## config.mk

```make
export PLATFORM = sky130hd
export DESIGN_NAME = vid_fetch
export DESIGN_NICKNAME = d
export VERILOG_FILES = /design/src/rtl/vid_pkg.sv /design/src/rtl/vid_fifo.sv /design/src/rtl/vid_fetch.sv
export SDC_FILE = /design/constraint.sdc
export NUM_CORES = 1
export LEC_CHECK = 0
export CELL_PAD_IN_SITES_DETAIL_PLACEMENT = 1
export CELL_PAD_IN_SITES_GLOBAL_PLACEMENT = 2
export CORE_UTILIZATION = 38
export DETAILED_ROUTE_END_ITERATION = 7
export GPL_TIMING_DRIVEN = 0
export PLACE_DENSITY = 0.86
export SYNTH_ARGS = -nofsm -noshare
export SYNTH_HDL_FRONTEND = slang
export SYNTH_SLANG_ARGS = --single-unit
```

## constraint.sdc

```tcl
create_clock -name CLK -period 3.23 [get_ports CLK]
set_input_delay 0.646 -clock CLK [delete_from_list [all_inputs] [get_ports CLK]]
set_output_delay 0.646 -clock CLK [all_outputs]
set_load 0.02 [all_outputs]
```

## src/rtl/vid_pkg.sv

```systemverilog
// vid_pkg: shared types for the video line fetcher.
// FSM state encoding, CFG_REP codes and repeat-count helper.
package vid_pkg;

  typedef enum logic [1:0] {
    S_IDLE  = 2'd0,
    S_FETCH = 2'd1,
    S_DRAIN = 2'd2
  } state_t;

  localparam logic [1:0] REP_1  = 2'b00;
  localparam logic [1:0] REP_2  = 2'b01;
  localparam logic [1:0] REP_4  = 2'b10;
  localparam logic [1:0] REP_4B = 2'b11;

  function automatic logic [2:0] rep_count(input logic [1:0] code);
    logic [2:0] n;
    unique case (code)
      REP_1:   n = 3'd1;
      REP_2:   n = 3'd2;
      default: n = 3'd4;
    endcase
    return n;
  endfunction

endpackage

```

## src/rtl/vid_fifo.sv

```systemverilog
// vid_fifo: small synchronous pixel FIFO with flush.
// Push when full and pop when empty are ignored.
module vid_fifo
  import vid_pkg::*;
#(
  parameter int DEPTH = 8,
  parameter int PIX_W = 6,
  localparam int AW = $clog2(DEPTH)
) (
  input  logic             clk,
  input  logic             rst,
  input  logic             push,
  input  logic             pop,
  input  logic             flush,
  input  logic [PIX_W-1:0] din,
  output logic [PIX_W-1:0] dout,
  output logic             empty,
  output logic             full,
  output logic [AW:0]      count
);

  logic [PIX_W-1:0] mem [DEPTH];
  logic [AW-1:0] wp;
  logic [AW-1:0] rp;
  logic do_push;
  logic do_pop;

  assign empty   = (count == '0);
  assign full    = (count == (AW+1)'(DEPTH));
  assign do_push = push & ~full;
  assign do_pop  = pop & ~empty;
  assign dout    = mem[rp];

  // Storage array, no reset needed.
  always_ff @(posedge clk) begin
    if (do_push) mem[wp] <= din;
  end

  // Pointers and occupancy; push+pop together keeps count.
  always_ff @(posedge clk or posedge rst) begin
    if (rst) begin
      wp    <= '0;
      rp    <= '0;
      count <= '0;
    end else if (flush) begin
      wp    <= '0;
      rp    <= '0;
      count <= '0;
    end else begin
      if (do_push) wp <= wp + AW'(1);
      if (do_pop)  rp <= rp + AW'(1);
      case ({do_push, do_pop})
        2'b10:   count <= count + (AW+1)'(1);
        2'b01:   count <= count - (AW+1)'(1);
        default: count <= count;
      endcase
    end
  end

endmodule

```

## src/rtl/vid_fetch.sv

```systemverilog
// vid_fetch: fetches a video line from RAM into a FIFO and
// replays pixels on PIX_STB. VID_FETCH_UNDERRUN_EN adds UNDERRUN.
module vid_fetch
  import vid_pkg::*;
#(
  parameter int ADDR_W = 19,
  parameter int PIX_W  = 6,
  parameter int DEPTH  = 8
) (
  input  logic              CLK,
  input  logic              RST,
  input  logic              CFG_WE,
  input  logic [ADDR_W-1:0] CFG_ADDR,
  input  logic [7:0]        CFG_LEN,
  input  logic [1:0]        CFG_REP,
  input  logic              LINE_START,
  output logic              MEM_REQ,
  output logic [ADDR_W-1:0] MEM_ADDR,
  input  logic              MEM_GNT,
  input  logic [7:0]        MEM_DATA,
  input  logic              PIX_STB,
  output logic [PIX_W-1:0]  PIX_OUT,
  output logic              PIX_VALID,
  output logic              BUSY,
  output logic              UNDERRUN
);

  localparam int AW = $clog2(DEPTH);

  state_t state;
  logic [ADDR_W-1:0] sh_addr;
  logic [ADDR_W-1:0] faddr;
  logic [7:0] sh_len;
  logic [7:0] fcnt;
  logic [1:0] sh_rep;
  logic [2:0] rep_n;
  logic [1:0] rcnt;
  logic pend;

  logic [ADDR_W-1:0] eff_addr;
  logic [7:0] eff_len;
  logic [1:0] eff_rep;
  logic room, gnt, push, pop, take, starve;
  logic last_rep, fetch_done;
  logic [PIX_W-1:0] head;
  logic empty, full;
  logic [AW:0] count;
  logic unused_bits;

  assign eff_addr = CFG_WE ? CFG_ADDR : sh_addr;
  assign eff_len  = CFG_WE ? CFG_LEN : sh_len;
  assign eff_rep  = CFG_WE ? CFG_REP : sh_rep;

  assign BUSY     = (state != S_IDLE);
  assign room     = (int'(count) + int'(pend)) < DEPTH;
  assign MEM_REQ  = (state == S_FETCH) && (fcnt != 8'd0) && room;
  assign MEM_ADDR = faddr;
  assign gnt      = MEM_REQ & MEM_GNT;

  assign push       = pend & ~LINE_START;
  assign last_rep   = ({1'b0, rcnt} == (rep_n - 3'd1));
  assign take       = PIX_STB & BUSY & ~empty & ~LINE_START;
  assign starve     = PIX_STB & BUSY & empty & ~LINE_START;
  assign pop        = take & last_rep;
  assign fetch_done = (fcnt == 8'd0) && !pend;

  assign unused_bits = ^{MEM_DATA, full};

  vid_fifo #(.DEPTH(DEPTH), .PIX_W(PIX_W)) u_fifo (
    .clk   (CLK),
    .rst   (RST),
    .push  (push),
    .pop   (pop),
    .flush (LINE_START),
    .din   (MEM_DATA[PIX_W-1:0]),
    .dout  (head),
    .empty (empty),
    .full  (full),
    .count (count)
  );

  // Shadow configuration, consumed at LINE_START.
  always_ff @(posedge CLK or posedge RST) begin
    if (RST) begin
      sh_addr <= '0;
      sh_len  <= '0;
      sh_rep  <= REP_1;
    end else if (CFG_WE) begin
      sh_addr <= CFG_ADDR;
      sh_len  <= CFG_LEN;
      sh_rep  <= CFG_REP;
    end
  end

  // Line FSM, fetch address/count and outstanding-read tracking.
  always_ff @(posedge CLK or posedge RST) begin
    if (RST) begin
      state <= S_IDLE;
      faddr <= '0;
      fcnt  <= '0;
      pend  <= 1'b0;
      rep_n <= 3'd1;
    end else if (LINE_START) begin
      pend <= 1'b0;
      if (eff_len != 8'd0) begin
        state <= S_FETCH;
        faddr <= eff_addr;
        fcnt  <= eff_len;
        rep_n <= rep_count(eff_rep);
      end else begin
        state <= S_IDLE;
      end
    end else begin
      pend <= gnt;
      if (gnt) begin
        faddr <= faddr + ADDR_W'(1);
        fcnt  <= fcnt - 8'd1;
      end
      unique case (state)
        S_FETCH: if (fetch_done) state <= S_DRAIN;
        S_DRAIN: begin
          if (empty || (pop && count == (AW+1)'(1)))
            state <= S_IDLE;
        end
        default: state <= state;
      endcase
    end
  end

  // Pixel output; the last pixel stays up one cycle after its strobe.
  always_ff @(posedge CLK or posedge RST) begin
    if (RST) begin
      PIX_OUT   <= '0;
      PIX_VALID <= 1'b0;
      rcnt      <= '0;
    end else if (LINE_START) begin
      rcnt <= '0;
    end else if (!BUSY) begin
      PIX_OUT   <= '0;
      PIX_VALID <= 1'b0;
      rcnt      <= '0;
    end else if (take) begin
      PIX_OUT   <= head;
      PIX_VALID <= 1'b1;
      rcnt      <= last_rep ? 2'd0 : rcnt + 2'd1;
    end else if (starve) begin
      PIX_OUT   <= '0;
      PIX_VALID <= 1'b0;
    end
  end

`ifdef VID_FETCH_UNDERRUN_EN
  logic und;

  // Sticky starvation flag, cleared by a config write.
  always_ff @(posedge CLK or posedge RST) begin
    if (RST)         und <= 1'b0;
    else if (CFG_WE) und <= 1'b0;
    else if (starve) und <= 1'b1;
  end

  assign UNDERRUN = und;
`else
  assign UNDERRUN = 1'b0;
`endif

endmodule

```

# Word-level counts from Yosys, hierarchy flattened
# Memory sizes are Yosys's and may differ from the RTL's.
# Cells that the tools add are included.
[op_classes]
magnitude_cmp = 1
muxes = 34
eq_ne = 13
bitwise = 13
add_sub_neg = 9
n_reduce_logical = 21
[op_table]
columns = ["op", "count"]
rows = [
  ["$mux W19", 4],
  ["$mux W8", 4],
  ["$add A19 B1 Y19 const B", 1],
  ["$mux W6", 3],
  ["$mux W2", 8],
  ["$reduce_bool A8 Y1", 2],
  ["$mux W3", 4],
  ["$and A1 B1 Y1", 10],
  ["$logic_not A8 Y1", 1],
  ["$pmux W4 S2", 1],
  ["$reduce_bool A2 Y1", 4],
  ["$sub A8 B1 Y8 const B", 1],
  ["$mux W1", 7],
  ["$add A3 B1 Y3 const B", 2],
  ["$eq A2 B1 Y1 const B", 3],
  ["$ne A3 B3 Y1 const B", 2],
  ["$pmux W3 S2", 1],
  ["$reduce_and A2 Y1", 3],
  ["$reduce_bool A3 Y1", 2],
  ["$add A4 B1 Y5", 1],
  ["$lt A5 B4 Y1 const B", 1],
  ["$add A4 B1 Y4 const B", 1],
  ["$eq A2 B2 Y1 const B", 2],
  ["$eq A4 B1 Y1 const B", 1],
  ["17 further kinds", 22],
]
[totals]
elab_cells = 106
input_bits = 43
memories = 1
output_inout_bits = 29
reg_bits = 81
ram_bits = 48
[memory_table]
columns = ["memory", "words", "width", "read_ports", "rd_ports_with_merged_regs", "wr", "line", "text"]
rows = [
  ["u_fifo.mem", 8, 6, 1, 0, 1, "vid_fifo.sv:22", "logic [PIX_W-1:0] mem [DEPTH];"],
]

# Depth between registers and ports, before layout
# Gate-level depths: netlist of run 1.
[logic_depth]
depth_word = 10
ltp_mapped = 9

# Cells and area by module
# Synthesis of run 1 repeated with hierarchy kept, for this count alone.
[hier_totals]
hier_cells = 481
hier_area_um2 = 6099.6
[by_module_without_submodules]
columns = ["module", "instances", "area_each_um2", "cells_per_inst"]
rows = [
  ["vid_fetch", 1, 3568.4, 331],
  ["vid_fifo", 1, 2531.2, 150],
]

# Worst setup path after synthesis of run 1
# Ideal clock, no wire load.
[synth_timing]
kind = "flip-flop to flip-flop"
startpoint = "reg rep_n[0]"
endpoint = "reg u_fifo.count[2]"
arrival_time_ns = 2.149
n_path_buf = 1
required_ns = 3.105
setup_ns = 0.125
path_stages_with_launch = 9
setup_slack_ns = 0.956
path_cell_list = "dfstp_2 inv_1 ha_1 xnor2_1 nor3_1 nor2b_1 buf_2 mux2i_1 mux2_2"
[synth_via]
elab_chain_cells = 7
elab_cells_between_ends = 9
classes_between = "1 x add/sub; 3 x eq/ne; 2 x mux; 2 x bitwise; 1 x reduce/logical"
[synth_lines]
columns = ["element", "line", "text"]
rows = [
  ["start: declaration", "vid_fetch.sv:36", "logic [2:0] rep_n;"],
  ["start signal: assignment", "vid_fetch.sv:109", "rep_n <= rep_count(eff_rep);"],
  ["$sub A3 B1 Y3 (*)", "vid_fetch.sv:61", "assign last_rep = ({1'b0, rcnt} == (rep_n - 3'd1));"],
  ["$eq A2 B3 Y1 (*)", "vid_fetch.sv:61", ""],
  ["$and A1 B1 Y1 (*)", "vid_fetch.sv:64", "assign pop = take & last_rep;"],
  ["$and A1 B1 Y1 (*)", "vid_fifo.sv:31", "assign do_pop = pop & ~empty;"],
  ["$eq A2 B1 Y1 or $eq A2 B2 Y1 (tied branches)", "vid_fifo.sv:52", "case ({do_push, do_pop})"],
  ["$pmux W4 S2", "vid_fifo.sv:52", ""],
  ["$mux W4", "vid_fifo.sv:45", "end else if (flush) begin"],
  ["end signal: assignment", "vid_fifo.sv:53", "2'b10: count <= count + (AW+1)'(1);"],
  ["end signal: assignment", "vid_fifo.sv:54", "2'b01: count <= count - (AW+1)'(1);"],
  ["end signal: assignment", "vid_fifo.sv:55", "default: count <= count;"],
  ["end: declaration", "vid_fifo.sv:19", "output logic [AW:0] count"],
]
# Mark *: on every way between the ends. The rest lies on a longest branch, timed or not.
# A chain may end at the register's enable or synchronous reset.

# Worst setup path after layout of run 1
[layout_timing]
startpoint = "reg fcnt[0]"
endpoint = "out MEM_REQ"
[layout_via]
elab_chain_cells = 3
[layout_lines]
columns = ["element", "line", "text"]
rows = [
  ["start: declaration", "vid_fetch.sv:34", "logic [7:0] fcnt;"],
  ["start signal: assignment", "vid_fetch.sv:108", "fcnt <= eff_len;"],
  ["start signal: assignment", "vid_fetch.sv:117", "fcnt <= fcnt - 8'd1;"],
  ["$reduce_bool A8 Y1", "vid_fetch.sv:56", "assign MEM_REQ = (state == S_FETCH) && (fcnt != 8'd0) && room;"],
  ["$logic_and A1 B1 Y1 (2 in a row)", "vid_fetch.sv:56", ""],
  ["end: declaration", "vid_fetch.sv:17", "output logic MEM_REQ,"],
]
# No other way between the ends.

==> impl_metrics.toml, run 1 <==
[outcome]
status = "finished, final reports clean"

[critical_path]
worstSetupPathType = "reg2out"
path_depth = 6
cp_cell_sequence = "inv_1 > ha_1 > or3b_2 > or2_2 > and3_1 > dlygate4sd2_1"
crit_required_ps = 2580
r2r_cells = 7
worstPathMaxFanout = 3
ff2ff_setup_slack_ps = 470
reg2reg_from = "u_fifo.count[0]"
cp_slowest_stage_delay_ps = 500
arrival_ps = 2410
critPathBufInv = 2
cpMaxStageDelayCell = "or3b_2"
end_kind = "output port"
worst_setup_path_start_kind = "flip-flop"
timing.rr.end = "u_fifo.mem[1][2]"
crit_family = "simple AND/OR/NAND/NOR gates"

[routing]
drt_pass1_iterations = 4
vias = 4339
vias_per_cell = 5.357
drc = 0
wire_per_inst_um = 19.82
wl_um = 16050
drtAntennaViolNets = 0
drtIter0Drc = 240

[timing]
rsz0062_at_grt = "no"
hold_viol = 0
min_period_ps = 3052
setup_violations = 0
slew_violations = 0
relSlewSlack = 0.2849
finalCritPeriodShare = 0.9449
layout_setup_ws_ps = 178.0
finalClockSkew_ps = 8.351
fmax_ghz = 0.3277
worstMarginPinSlew_ps = 1064

[worst_hold_path]
hold_path_class = "reg2reg"
hold_path_depth = 2
hp-start = "PIX_VALID"
whs_endpoint = "PIX_VALID"

[yosys]
synthArstFlopShare = 0.6279
syn_area_per_cell_um2 = 12.02
synth-main-ff-cell = "dfrtp_1"
syn_inst = 499
netlist.area_leader.share = 0.3337
synth-edff-count = 48
synth_nets = 551
mappedNetlistArea_mm2 = 0.006000
synth_area_leader_cell = "dfrtp_1"
seq_area_frac_synth = 0.5783
yosys_warnings = 0
synth_cell_types = 63
ys_ff_latch = 129
synth.area.top_cells = "dfrtp_1 33%, edfxtp_1 24%, mux2_2 6.2%"

[clocking]
cts-resized-gates = 1
clock_sink_count = 129
cts_hold_buf = 0
clkSlewWorstSetupHoldPaths_ps = 60
cts_tree = "done"
numCtsBuffers = 17
root_buffer = "clkbuf_16"
clockBufferDepth = 2
post-cts-setup-buffers = 0
h-tree-depth = 4
clk_latency_ps = 420

[power]
pwr-share-comb = 0.156
switching_share = 0.2706
seqPwrFrac = 0.419
leakagePower_nw = 2.865
pwr-share-clk = 0.425
power.net_switching_mw = 1.284
p_int_mw = 3.462
p_per_area_mw_per_mm2 = 626.1
irDropWorstVdd_mv = 0.3723

[floorplanning]
start_util = 0.3917
die_height_um = 127.7
io_pins = 72
die_area_mm2 = 0.01629
fp.coreArea_mm2 = 0.01531
die_w_um = 127.7
rows = 45

[global_route]
grt_pass1_wl_um = 26010
grt_max_degree = 52
grt_usage = 0.2156
grt-ovfl-total = 0
first_global_vias = 4676
antenna_found_initial = 0

[layout]
area_growth_pct = 26.36
final_cell_area_mm2 = 0.007581
nets = 638
antenna_cells = 0
drive_gt1_frac = 0.1636

[flow_run]
cap_violations = 0

[placed_design]
globalplace.congestion = 0.7839
dpl_cell_area_mm2 = 0.006964
dp_slack_ps = 114.2
port_buffers = 67
dp_hpwl_um = 11570
-- how the worst max path moves through the flow --
stage                               to    start  slack, ps
final                          MEM_REQ  fcnt[0]        180
after global routing           MEM_REQ  fcnt[0]        100
after CTS                      MEM_REQ  fcnt[0]        180
after detailed placement  MEM_ADDR[17]   CFG_WE        110
after global placement       sh_len[5]      RST       -930
after floorplan            MEM_ADDR[0]      RST        510
-- state kept, by name, summed over array words and instances (netlist names), 3 cells and up --
name	count
u_fifo.mem	48
MEM_ADDR	19
sh_addr	19
fcnt	8
sh_len	8
PIX_OUT	6
u_fifo.count	4
rep_n	3
u_fifo.rp	3
u_fifo.wp	3
-- final cells by class --
cell class	instances	area [µm²]
repair buffers	68	696.9
fillers	1615	7734
clock buffers	18	429.2
plain buffers	25	117.6
multi-input cells	332	2361
flip-flops and latches	129	3470
clock inverters	14	188.9
inverters	13	53.80
well taps	211	264.0
-- power groups by stage --
stage,Clock (mW),Sequential (mW),Combinational (mW)
5_1_grt,2.11,2.01,0.811
4_1_cts,2.05,1.99,0.749
2_1_floorplan,0,2.04,0.373
3_5_place_dp,0,2.02,0.741
6_report,2.02,1.99,0.741
3_3_place_gp,0,2.00,0.713
-- placed cells by master, fill, tap and decap left out, types with 5 or more instances in the layout --
cell | synthesis | routed
dfrtp_1 | 80 | 80
clkdlybuf4s50_1 | 0 | 66
edfxtp_1 | 48 | 48
nor2_1 | 44 | 44
nand2_1 | 39 | 39
a21oi_1 | 34 | 34
mux2_2 | 33 | 33
o21ai_0 | 22 | 22
clkbuf_16 | 0 | 17
nor3_1 | 13 | 13
clkbuf_1 | 11 | 12
mux2i_1 | 12 | 12
mux4_2 | 12 | 12
nand3_1 | 11 | 11
inv_1 | 11 | 10
ha_1 | 9 | 9
and3_1 | 8 | 8
nand4_1 | 7 | 7
nor4_1 | 7 | 7
buf_1 | 6 | 6
nor2b_1 | 5 | 5
o21ai_1 | 5 | 5
a31oi_1 | 5 | 5
xnor2_1 | 5 | 5
or3_1 | 5 | 5
-- worst reg2reg max path: cells and delay by family (launching register included) --
| kind | cells | cell delay, ps |
|---|---|---|
| fa+ha+maj | 1 | 260 |
| buf+inv | 2 | 380 |
| flops | 1 | 440 |
| simple gates | 4 | 1300 |
-- Yosys cell counts, types with 2 or more instances --
| master | count |
|---|---|
| a21oi_1 | 34 |
| nand4_1 | 7 |
| nand2b_1 | 3 |
| a31oi_1 | 5 |
| a211oi_1 | 2 |
| buf_1 | 6 |
| nor4_1 | 7 |
| clkbuf_1 | 11 |
| nor2_1 | 44 |
| nand3_1 | 11 |
| nor2b_1 | 5 |
| nand3b_1 | 2 |
| and3_1 | 8 |
| a221o_1 | 3 |
| nor3b_1 | 3 |
| inv_1 | 11 |
| buf_4 | 3 |
| ha_1 | 9 |
| o21ai_1 | 5 |
| o22a_1 | 3 |
| or4_1 | 4 |
| nor3_1 | 13 |
| edfxtp_1 | 48 |
| or3_1 | 5 |
| mux2_2 | 33 |
| dfrtp_1 | 80 |
| a22oi_1 | 3 |
| mux4_2 | 12 |
| o211ai_1 | 2 |
| buf_2 | 4 |
| xnor2_1 | 5 |
| a31o_2 | 2 |
| o2bb2ai_1 | 2 |
| o21ai_0 | 22 |
| o22ai_1 | 2 |
| xor2_1 | 2 |
| mux2i_1 | 12 |
| nand2_1 | 39 |
| o21a_1 | 3 |
-- through the flow --
step	setup TNS (ps)	power, mW	hold WS, ps	cells	utilization
2_1_floorplan	0	2.410	466.3	499	-
3_3_place_gp	-74030	2.717	457.4	777	0.4528
3_5_place_dp	0	2.757	468.2	778	0.4547
4_1_cts	0	4.783	483.0	810	0.4950
5_1_grt	0	4.933	516.7	810	0.4950
6_report	0	4.746	474.3	810	0.4950
-- routing by layer --
metal	wire length, µm	track usage
met5	0	0
met3	463	0.04967
met2	7865	0.3529
met1	7571	0.2887
met4	152	0.05952
-- cells by family after synthesis --
family,Yosys count,synth area share
and+or+nand+nor,160,0.1324
DFF,129,0.5783
AOI/OAI and AO/OA,97,0.1026
muxes,58,0.1289
buffers and inverters,38,0.02815
adders and majority gates,9,0.01877
xor gates and xnor gates,7,0.01022
other,1,0.0006251
No activity file was read; power rests on OpenSTA's default activity.
==> run 2: changes to the inputs <==
- CORE_ASPECT_RATIO: not set -> 0.9
==> run 2 against run 1 <==
First-iteration DRC count increased by 5.0%. Worst hold slack improved by 8.1 ps. Sequential power about the same. Via count increased by 0.32%. Largest cell class unchanged. Utilization decreased by 0.52 points. Count of clock-buffer cells in the layout decreased by 1. Combinational power about the same. Critical path type unchanged. Maximum frequency increased by 0.36%. Total power decreased by 0.55%.
==> impl_metrics.toml, run 2 (synthesized netlist as in run 1, its figures left out) <==
[outcome]
status = "finished, final reports clean"

[power]
p_per_area_mw_per_mm2 = 624.1
irDropWorstVdd_mv = 0.3900
leakagePower_nw = 2.869

[placed_design]
globalplace.congestion = 0.8314
dp_slack_ps = 42.76
dp_hpwl_um = 11130
port_buffers = 67

[timing]
tns_ps = 0
slew_violations = 0
min_period_ps = 3041
fmax_ghz = 0.3288
relSlewSlack = 0.4093
hold_viol = 0
finalCritPeriodShare = 0.9415
worstMarginPinSlew_ps = 879.3
layout_setup_ws_ps = 188.9
finalClockSkew_ps = 11.59
rsz0062_at_grt = "no"
setup_violations = 0

[critical_path]
r2r_cells = 7
crit_path_end = "MEM_REQ"
cp_slowest_stage_delay_ps = 480
worstSetupPathType = "reg2out"
crit_path_start = "fcnt[0]"
worst_setup_path_start_kind = "flip-flop"
reg2reg_from = "u_fifo.count[0]"
end_kind = "output port"
worstPathMaxFanout = 3
cp_cell_sequence = "inv_1 > ha_1 > or3b_2 > or2_2 > and3_1 > dlygate4sd2_1"
arrival_ps = 2400
crit_required_ps = 2580
cpMaxStageDelayCell = "or3b_2"
timing.rr.end = "u_fifo.mem[1][2]"
ff2ff_setup_slack_ps = 540

[floorplanning]
io_pins = 72
fp.coreArea_mm2 = 0.01544
die_w_um = 134.4
die_height_um = 121.2
rows = 43
die_area_mm2 = 0.01629
start_util = 0.3885

[clocking]
clk_latency_ps = 430
clockBufferDepth = 2
clock_sink_count = 129
cts_hold_buf = 0
post-cts-setup-buffers = 0
cts-resized-gates = 1
root_buffer = "clkbuf_16"
cts_tree = "done"
h-tree-depth = 4
clkSlewWorstSetupHoldPaths_ps = 60
numCtsBuffers = 17

[routing]
drc = 0
drt_pass1_iterations = 4
wl_met2_um = 7817
drt-met1-wl_um = 7000
dr_wl_met3_um = 819
wire_per_inst_um = 20.02
vias_per_cell = 5.434
drtAntennaViolNets = 0
top_layer_used = "met4"
drtIter0Drc = 252
wl_um = 16040
vias = 4353

[layout]
antenna_cells = 0
largest_reg_flops = 48
drive_gt1_frac = 0.1686
nets = 638
mostFrequentLayoutCells = "80 x dfrtp_1, 66 x clkdlybuf4s50_1, 48 x edfxtp_1, 44 x nor2_1, 39 x nand2_1"
top_register = "u_fifo.mem"
final_common_cell = "dfrtp_1"
area_growth_pct = 26.07

[global_route]
grt_pass1_wl_um = 25940
grt_max_degree = 70
antenna_found_initial = 0
grt-ovfl-total = 0
grt_usage = 0.2144
first_global_vias = 4752

[worst_hold_path]
hold_path_class = "reg2reg"
hold_path_depth = 2

[flow_run]
cap_violations = 0
==> run 2: changes by cell type in the layout (fill, tap and decap cells not counted) <==
cell	change
bufinv_16	-2
clkbuf_1	-1
clkinv_1	-2
clkinv_2	-2
clkinv_4	-1
clkinvlp_4	-1
inv_6	+4
inv_8	+5
==> run 2: where the power goes <==
part / leakage, nW / switching, mW / internal (mW)
Sequential: 1.42 / 0.152 / 1.83
Clock: 0.303 / 0.820 / 1.18
Combinational: 1.14 / 0.399 / 0.340
Total: 2.87 / 1.37 / 3.35
==> run 2: area by class of cell <==
| type | instances | area [µm²] |
|---|---|---|
| Buffer | 25 | 117.6 |
| Clock buffer | 17 | 425.4 |
| Clock inverter | 15 | 186.4 |
| Fill cell | 1611 | 7878 |
| Inverter | 13 | 53.80 |
| Multi-Input combinational cell | 332 | 2361 |
| Sequential cell | 129 | 3470 |
| Tap cell | 202 | 252.7 |
| Timing Repair Buffer | 68 | 696.9 |
==> run 2: critical path, delay by kind of cell, from the launching register on <==
family / cells / cell delay, ps
AND/OR/NAND/NOR: 3 / 970
buffers and inverters: 2 / 430
flip-flops: 1 / 390
adder cells (fa/ha/maj): 1 / 170
==> run 2: layer usage <==
layer | GRT usage | up-vias
met2 | 0.3449 | 111
met3 | 0.05347 | 31
met5 | 0 | -
li1 | - | 2025
met1 | 0.2742 | 2186
met4 | 0.09480 | 0
==> run 2: how the worst min path moves through the flow <==
| stage | start | slack (ps) | to |
|---|---|---|---|
| finish | PIX_VALID | 480 | PIX_VALID |
| detailed placement | PIX_OUT[3] | 470 | PIX_OUT[3] |
| global route | RST | 500 | PIX_OUT[5] |
| global placement | PIX_VALID | 460 | PIX_VALID |
| CTS | RST | 480 | PIX_OUT[5] |
| floorplan | sh_addr[12] | 470 | sh_addr[12] |
==> run 2: through the flow <==
stage,hold WS [ps],power (mW),std cells,utilization,cell area (µm²)
2_1_floorplan,466.3,2.410,499,-,6000
3_3_place_gp,465.0,2.714,768,0.4483,6923
3_5_place_dp,470.8,2.751,769,0.4503,6953
4_1_cts,482.7,4.760,801,0.4898,7564
5_1_grt,495.1,4.918,801,0.4898,7564
6_report,482.3,4.720,801,0.4898,7564
